===== src/rtl/exec_retire_if.sv =====
`default_nettype none
// ============================================================================
// Module   : exec_retire_if
// Purpose  : Bundles the ALU-side op stream, the register-file writeback
//            stream and the architectural flags of the execute/retire stage.
// Revision : 1.0 - initial release
// ============================================================================
interface exec_retire_if #(
    parameter int DATA_W = 32,
    parameter int REG_AW = 5
);
    // ALU-side op stream
    logic              in_valid;
    logic              in_ready;
    logic [2:0]        in_inst;
    logic [DATA_W-1:0] in_da;
    logic [DATA_W-1:0] in_db;
    logic [DATA_W-1:0] in_result;
    logic [REG_AW-1:0] in_rd;

    // Register-file writeback stream
    logic              out_valid;
    logic              out_ready;
    logic              out_we;
    logic [REG_AW-1:0] out_rd;
    logic [DATA_W-1:0] out_data;

    // Architectural flags {Z,S,C,O}
    logic [3:0]        flags;

    // Environment side: offers ops, accepts writebacks
    modport master (
        output in_valid, in_inst, in_da, in_db, in_result, in_rd, out_ready,
        input  in_ready, out_valid, out_we, out_rd, out_data, flags
    );

    // Stage side
    modport slave (
        input  in_valid, in_inst, in_da, in_db, in_result, in_rd, out_ready,
        output in_ready, out_valid, out_we, out_rd, out_data, flags
    );
endinterface
`default_nettype wire


===== src/rtl/exec_retire_stage.sv =====
`default_nettype none
// ============================================================================
// Module   : exec_retire_stage
// Purpose  : Pipeline register after the ALU. Captures the result, computes
//            condition flags, and issues writeback requests through a
//            main + skid entry pair so the ALU keeps 1 op/cycle under
//            backpressure. Flags commit only when an op retires.
// Revision : 1.0 - initial release
// ============================================================================
module exec_retire_stage #(
    parameter int DATA_W = 32,
    parameter int REG_AW = 5
) (
    input  wire             clk,
    input  wire             rst_n,
    exec_retire_if.slave    bus
);

    localparam logic [2:0] c_OP_ADD = 3'b000;
    localparam logic [2:0] c_OP_OR  = 3'b001;
    localparam logic [2:0] c_OP_AND = 3'b100;
    localparam logic [2:0] c_OP_SUB = 3'b101;
    localparam logic [2:0] c_OP_XOR = 3'b110;
    localparam logic [2:0] c_OP_CMP = 3'b111;

    // Main entry (drives the outputs)
    logic              main_valid_q, main_valid_d;
    logic              main_we_q,    main_we_d;
    logic [REG_AW-1:0] main_rd_q,    main_rd_d;
    logic [DATA_W-1:0] main_data_q,  main_data_d;
    logic [3:0]        main_flg_q,   main_flg_d;
    logic              main_upd_q,   main_upd_d;

    // Skid entry (holds the op accepted while main is stalled)
    logic              skid_valid_q, skid_valid_d;
    logic              skid_we_q,    skid_we_d;
    logic [REG_AW-1:0] skid_rd_q,    skid_rd_d;
    logic [DATA_W-1:0] skid_data_q,  skid_data_d;
    logic [3:0]        skid_flg_q,   skid_flg_d;
    logic              skid_upd_q,   skid_upd_d;

    logic              in_ready_q,   in_ready_d;
    logic [3:0]        flags_q,      flags_d;

    // Fields of the op currently offered by the ALU
    logic              w_new_we;
    logic              w_new_upd;
    logic              w_new_fc;
    logic              w_new_fo;
    logic [3:0]        w_new_flg;
    logic [DATA_W-1:0] w_add_sum;
    logic              w_a_msb;
    logic              w_b_msb;
    logic              w_r_msb;
    logic              w_accept;
    logic              w_retire;

    assign w_accept  = bus.in_valid && in_ready_q;
    assign w_retire  = main_valid_q && bus.out_ready;

    // Carry out of a+b is detected as wrap-around of the truncated sum.
    assign w_add_sum = bus.in_da + bus.in_db;
    assign w_a_msb   = bus.in_da[DATA_W-1];
    assign w_b_msb   = bus.in_db[DATA_W-1];
    assign w_r_msb   = bus.in_result[DATA_W-1];

    // Decode opcode into write-enable, flag-update and carry/overflow flags
    always_comb begin
        w_new_we  = 1'b0;
        w_new_upd = 1'b0;
        w_new_fc  = 1'b0;
        w_new_fo  = 1'b0;
        case (bus.in_inst)
            c_OP_ADD: begin
                w_new_we  = 1'b1;
                w_new_upd = 1'b1;
                w_new_fc  = (w_add_sum < bus.in_da);
                w_new_fo  = (w_a_msb == w_b_msb) && (w_r_msb != w_a_msb);
            end
            c_OP_SUB: begin
                w_new_we  = 1'b1;
                w_new_upd = 1'b1;
                w_new_fc  = (bus.in_da < bus.in_db);
                w_new_fo  = (w_a_msb != w_b_msb) && (w_r_msb != w_a_msb);
            end
            c_OP_CMP: begin
                w_new_upd = 1'b1;
                w_new_fc  = (bus.in_da < bus.in_db);
                w_new_fo  = (w_a_msb != w_b_msb) && (w_r_msb != w_a_msb);
            end
            c_OP_AND, c_OP_OR, c_OP_XOR: begin
                w_new_we  = 1'b1;
                w_new_upd = 1'b1;
            end
            default: begin
                w_new_we  = 1'b0;
                w_new_upd = 1'b0;
            end
        endcase
        w_new_flg = {(bus.in_result == '0), w_r_msb, w_new_fc, w_new_fo};
    end

    // Next-state for the two entries, the ready flag and the flags register
    always_comb begin
        main_valid_d = main_valid_q;
        main_we_d    = main_we_q;
        main_rd_d    = main_rd_q;
        main_data_d  = main_data_q;
        main_flg_d   = main_flg_q;
        main_upd_d   = main_upd_q;
        skid_valid_d = skid_valid_q;
        skid_we_d    = skid_we_q;
        skid_rd_d    = skid_rd_q;
        skid_data_d  = skid_data_q;
        skid_flg_d   = skid_flg_q;
        skid_upd_d   = skid_upd_q;
        flags_d      = flags_q;

        if (w_retire && main_upd_q) begin
            flags_d = main_flg_q;
        end

        // Accept cannot coincide with a full skid since in_ready is low then.
        if (w_retire && skid_valid_q) begin
            main_valid_d = 1'b1;
            main_we_d    = skid_we_q;
            main_rd_d    = skid_rd_q;
            main_data_d  = skid_data_q;
            main_flg_d   = skid_flg_q;
            main_upd_d   = skid_upd_q;
            skid_valid_d = 1'b0;
        end else if (w_accept && (!main_valid_q || w_retire)) begin
            main_valid_d = 1'b1;
            main_we_d    = w_new_we;
            main_rd_d    = bus.in_rd;
            main_data_d  = bus.in_result;
            main_flg_d   = w_new_flg;
            main_upd_d   = w_new_upd;
        end else if (w_accept) begin
            skid_valid_d = 1'b1;
            skid_we_d    = w_new_we;
            skid_rd_d    = bus.in_rd;
            skid_data_d  = bus.in_result;
            skid_flg_d   = w_new_flg;
            skid_upd_d   = w_new_upd;
        end else if (w_retire) begin
            // Payload holds; only the valid bit drops.
            main_valid_d = 1'b0;
        end

        in_ready_d = !skid_valid_d;
    end

    // State registers; reset discards both entries and clears the flags
    always_ff @(posedge clk or negedge rst_n) begin
        if (!rst_n) begin
            main_valid_q <= 1'b0;
            main_we_q    <= 1'b0;
            main_rd_q    <= '0;
            main_data_q  <= '0;
            main_flg_q   <= 4'b0000;
            main_upd_q   <= 1'b0;
            skid_valid_q <= 1'b0;
            skid_we_q    <= 1'b0;
            skid_rd_q    <= '0;
            skid_data_q  <= '0;
            skid_flg_q   <= 4'b0000;
            skid_upd_q   <= 1'b0;
            in_ready_q   <= 1'b1;
            flags_q      <= 4'b0000;
        end else begin
            main_valid_q <= main_valid_d;
            main_we_q    <= main_we_d;
            main_rd_q    <= main_rd_d;
            main_data_q  <= main_data_d;
            main_flg_q   <= main_flg_d;
            main_upd_q   <= main_upd_d;
            skid_valid_q <= skid_valid_d;
            skid_we_q    <= skid_we_d;
            skid_rd_q    <= skid_rd_d;
            skid_data_q  <= skid_data_d;
            skid_flg_q   <= skid_flg_d;
            skid_upd_q   <= skid_upd_d;
            in_ready_q   <= in_ready_d;
            flags_q      <= flags_d;
        end
    end

    assign bus.in_ready  = in_ready_q;
    assign bus.out_valid = main_valid_q;
    assign bus.out_we    = main_we_q;
    assign bus.out_rd    = main_rd_q;
    assign bus.out_data  = main_data_q;
    assign bus.flags     = flags_q;

endmodule
`default_nettype wire


===== src/flat_wrapper.sv =====
// flat-port wrapper written by rule: the top's interface ports become plain ports
module exec_retire_stage_flat 
#(
    parameter int DATA_W = 32,
    parameter int REG_AW = 5
)
  (clk, rst_n, bus_in_valid, bus_in_inst, bus_in_da, bus_in_db, bus_in_result, bus_in_rd, bus_out_ready, bus_in_ready, bus_out_valid, bus_out_we, bus_out_rd, bus_out_data, bus_flags);
  exec_retire_if #(.DATA_W(DATA_W), .REG_AW(REG_AW)) bus_i ();
  input  wire clk;
  input  wire rst_n;
  input wire logic [$bits(bus_i.in_valid)-1:0] bus_in_valid;
  input wire logic [$bits(bus_i.in_inst)-1:0] bus_in_inst;
  input wire logic [$bits(bus_i.in_da)-1:0] bus_in_da;
  input wire logic [$bits(bus_i.in_db)-1:0] bus_in_db;
  input wire logic [$bits(bus_i.in_result)-1:0] bus_in_result;
  input wire logic [$bits(bus_i.in_rd)-1:0] bus_in_rd;
  input wire logic [$bits(bus_i.out_ready)-1:0] bus_out_ready;
  output wire logic [$bits(bus_i.in_ready)-1:0] bus_in_ready;
  output wire logic [$bits(bus_i.out_valid)-1:0] bus_out_valid;
  output wire logic [$bits(bus_i.out_we)-1:0] bus_out_we;
  output wire logic [$bits(bus_i.out_rd)-1:0] bus_out_rd;
  output wire logic [$bits(bus_i.out_data)-1:0] bus_out_data;
  output wire logic [$bits(bus_i.flags)-1:0] bus_flags;
  assign bus_i.in_valid = bus_in_valid;
  assign bus_i.in_inst = bus_in_inst;
  assign bus_i.in_da = bus_in_da;
  assign bus_i.in_db = bus_in_db;
  assign bus_i.in_result = bus_in_result;
  assign bus_i.in_rd = bus_in_rd;
  assign bus_i.out_ready = bus_out_ready;
  assign bus_in_ready = bus_i.in_ready;
  assign bus_out_valid = bus_i.out_valid;
  assign bus_out_we = bus_i.out_we;
  assign bus_out_rd = bus_i.out_rd;
  assign bus_out_data = bus_i.out_data;
  assign bus_flags = bus_i.flags;
  exec_retire_stage #(.DATA_W(DATA_W), .REG_AW(REG_AW)) u_core (.clk(clk), .rst_n(rst_n), .bus(bus_i));
endmodule

===== config.mk =====
export PLATFORM = sky130hd
export DESIGN_NAME = exec_retire_stage_flat
export DESIGN_NICKNAME = d
export VERILOG_FILES = /design/src/rtl/exec_retire_if.sv /design/src/rtl/exec_retire_stage.sv /design/src/flat_wrapper.sv
export SDC_FILE = /design/constraint.sdc
export NUM_CORES = 1
export LEC_CHECK = 0
export CAP_MARGIN = 40
export CORE_MARGIN = 2
export CORE_UTILIZATION = 35
export CTS_CLUSTER_DIAMETER = 50
export DETAILED_ROUTE_END_ITERATION = 10
export SETUP_SLACK_MARGIN = 0.5
export SLEW_MARGIN = 25
export SYNTH_ARGS = -nofsm -noshare
export SYNTH_HDL_FRONTEND = slang
export SYNTH_SLANG_ARGS = --single-unit

===== constraint.sdc =====
create_clock -name clk -period 2.2 [get_ports clk]
set_input_delay 0.22 -clock clk [delete_from_list [all_inputs] [get_ports clk]]
set_output_delay 0.22 -clock clk [all_outputs]
set_load 0.03 [all_outputs]

==> results by group <==
Run status
  • Status: complete, but fails checks
  • Failing checks: setup timing

GRT
  • Global Route Usage Sum: 18.0%
  • Remaining Overflow, GRT: 0
  • Vias in the first global route: 6269
  • Largest net degree at the start of global routing: 39
  • Initial antenna violation count: 0
  • First-pass GRT wire length: 30.2 mm

Place
  • RePlAce Congestion: 0.887
  • Input/output buffers: 151
  • Placed cell count: around 1300
  • Post-placement setup slack: -2.15 ns
  • Detailed-placement wirelength estimate: 14.5 mm
  • Placed Area: 0.00996 sq mm

Power and ir drop
  • Power Dens Cells: between 800 and 900 mW/mm^2
  • Pleak: 4.89 nW
  • Sequential cell fraction of total power: 31.8%
  • Clk pwr share: 16.7%
  • Max IR drop VDD: between 0.4 and 0.5 mV
  • Sw frac: 37.8%
  • Total Power: 9.13 mW
  • Sw power: 3.45 mW
  • Internal power: ~5.7 mW
  • Logic pwr share: between 50% and 60%

Yosys
  • Ranking of synthesized cells by area: dfrtp_1 (33%), ha_1 (16%), mux2_2 (6.8%)
  • Most instantiated cells after synthesis: ha_1 (91), dfrtp_1 (90), inv_1 (86)
  • Syn nets: 949
  • Synth top area share: 32.5%
  • Mapped Cells: 749
  • Syn Area/Cell: 9.25 sq um
  • Synth warn: 0
  • Dominant cell type by area after synthesis: dfrtp_1
  • Sequential fraction of the synthesis area: between 30% and 40%
  • #FFs+latches synth: slightly above 90
  • Top_reg_cell synth: dfrtp_1
  • Most frequent cell after synthesis: ha_1
  • Yosys cell types: 59
  • Synth async-reset ratio: 100%
  • Mapped Area: 0.00693 sq mm
  • Post-synth EDFFs: 0

Timing
  • Hold Fails Final Rpt: 0
  • Endpoints failing setup: 2
  • Unrepaired setup endpoints after global routing: true
  • Fin crit share: 157%
  • Slew Viols, Final: 0
  • Slew headroom: 65.0%
  • Fmax: 289 MHz
  • Final Skew: 0.00689 ns
  • Final setup margin: -1.26 ns
  • Slew @ Worst Pin: 0.511 ns
  • Tmin final: 3.46 ns

Clock tree
  • H-tree Lvls: 3
  • Num CTS Buffers: 9
  • Worst-skew pair later-pin latency: about 0.34 ns
  • Clock Pin Slew Worst Setup and Hold Paths: 0.07 ns
  • CTS tree: built
  • Clock Sinks: 91
  • Clk Tree Root Cell: clkbuf_16
  • CTS Buffer Depth: 2

Final layout
  • Fin nets: 1254
  • Storage element area: between 0.002 and 0.0025 sq mm
  • Area growth syn-to-layout: 55.8%
  • ANT cells: 0
  • Fillers: roughly 1800
  • Final Non-Filler Cells: approximately 1300
  • Cell area after layout: 0.0108 sq mm
  • Area of the multi-input gates: slightly below 0.005 sq mm
  • Final Util: 55.5%
  • Layout cell share with drive strength beyond 1: between 30% and 40%

Route
  • Iteration-0 DRC Markers: 259
  • Drt drc: 0
  • ANT nets after route: 0
  • DR vias/cell: 4.82
  • Final WL: about 19 mm
  • Via count: approximately 6400
  • WL/cell: 14.2 um
  • Drt first pass iters: 5

Floorplanning
  • Total die area: roughly 0.021 sq mm
  • Row cnt: 51
  • I/O pin count: ~150
  • DIE WIDTH: around 140 um
  • Die height: between 100 and 150 um
  • Initial Util: a little over a third
  • Core footprint: 0.0195 sq mm

Setup path
  • Crit-path cells: buf_6 -> and2_4 -> fa_2 -> nor2b_4 -> o21bai_4 -> a21oi_4 -> or3_4 -> a311oi_1 -> xnor2_1 -> ha_1 -> nand4_1 -> nor2_1 -> o21ai_1 -> a21oi_2 -> o2111ai_2 -> a21oi_2 -> o221a_2 -> o21ai_2
  • Kind of critical path: primary input to flip-flop
  • Worst EP required: 2.42 ns
  • CP max stage delay: 0.41 ns
  • Crit start category: primary input
  • Slowest-stage cell, CP: a311oi_1
  • CP max FO: 3
  • Cell mode on critical path: a21oi_2
  • Worst Path Arrival: between 3 and 4 ns
  • Setup crit end kind: flip-flop

Run
  • Max-cap violations: 0

Worst hold path
  • Hold Crit Class: primary input to asynchronous set/reset pin
-- state kept, by name (all words and copies together) (netlist names) --
register and cells:
u_core.bus.out_data 31, u_core.skid_data_q 31, u_core.bus.out_rd 5, u_core.skid_rd_q 5, u_core.bus.flags 4, u_core.main_flg_q 4
u_core.skid_flg_q 4, u_core.bus.in_ready 1, u_core.bus.out_valid 1, u_core.bus.out_we 1, u_core.main_upd_q 1, u_core.skid_upd_q 1
u_core.skid_valid_q 1, u_core.skid_we_q 1
-- what timing repair did --
| action | in CTS | in global routing |
|---|---|---|
| pin swaps | 43 | 43 |
| setup buffers | 12 | 6 |
| hold buffers | 1 | 0 |
| hold endpoints to repair | 36 | 0 |
| endpoints found under the setup margin | 4 | 10 |
| resized for setup | 153 | 63 |
-- metal layers --
metal	track usage (%)	share of wire [%]	vias up
li1	-	-	3249
met1	26.2	50	2970
met2	29.0	45	146
met3	2.20	4.4	16
met4	3.27	0.80	0
met5	0	0	-
-- through the flow --
stage               hold WS, ns  setup TNS (ns)
floorplan               -0.0756           -2.37
global placement          0.228           -4.10
detailed placement        0.228           -4.28
CTS                       0.411           -2.63
global route              0.438           -2.90
finish                    0.393           -2.52
-- path summary, 6_finish.rpt --
path | startpoint | slack, ns | end | depth (start not counted)
max in group asynchronous | rst_n | 1.17 | u_core.bus.in_ready | 3
worst min register to register | u_core.skid_data_q[28] | 0.46 | u_core.bus.out_data[28] | 2
worst max register to register | u_core.bus.in_ready | 0.65 | u_core.main_flg_q[1] | 6
worst min-delay path | rst_n | 0.39 | u_core.bus.out_data[14] | 2
min in group clk | u_core.skid_data_q[28] | 0.46 | u_core.bus.out_data[28] | 2
worst max-delay path | bus_in_db[0] | -1.26 | u_core.main_flg_q[1] | 18
-- cells by family (layout without fill, tap and decap cells) --
kind of cell | Yosys count | in the layout | synth area share [%]
AOI/OAI and AO/OA | 177 | 177 | 16.3
and+or+nand+nor | 169 | 169 | 12.1
buffers and inverters | 111 | 420 | 6.07
adders and majority gates | 92 | 92 | 16.7
DFF | 91 | 91 | 32.9
muxes | 80 | 80 | 12.3
xor gates and xnor gates | 29 | 29 | 3.67
-- layout by cell type, fill, tap and decap left out, types with 12 or more instances in the layout --
master,Yosys,layout
nand4_1,12,12
nor2_1,38,35
buf_4,1,158
dfrtp_1,90,90
inv_2,2,12
ha_1,91,63
mux2_2,42,42
nand2_1,59,58
mux2i_1,38,38
xnor2_1,22,22
inv_1,86,75
nor4_1,14,13
a21oi_1,45,35
clkdlybuf4s50_1,0,112
o21ai_0,67,60
ha_4,0,21
-- critical path, delay by kind of cell --
kind / cells / cell delay, ns
simple gates: 5 / 1.08
buf+inv: 1 / 0.09
fa+ha+maj: 2 / 0.66
compound gates: 9 / 1.51
xor+xnor: 1 / 0.11
-- power groups by stage --
| stage | Sequential [mW] | Combinational, mW | Clock, mW |
|---|---|---|---|
| after floorplan | 3.62 | 1.93 | 0 |
| after global placement | 2.89 | 4.47 | 0 |
| after detailed placement | 2.92 | 4.52 | 0 |
| after CTS | 2.90 | 4.63 | 1.57 |
| after global routing | 3.00 | 5.14 | 1.64 |
| final | 2.90 | 4.70 | 1.53 |
-- final cells by class --
cell class,instances,area share (%)
clock buffer,10,2.12
timing repair buffer,317,25.4
inverter,88,3.18
multi-input combinational,547,44.6
clock inverter,5,0.580
sequential,91,21.1
tap,265,3.07
Note: power is estimated with default switching activity, not from simulation.
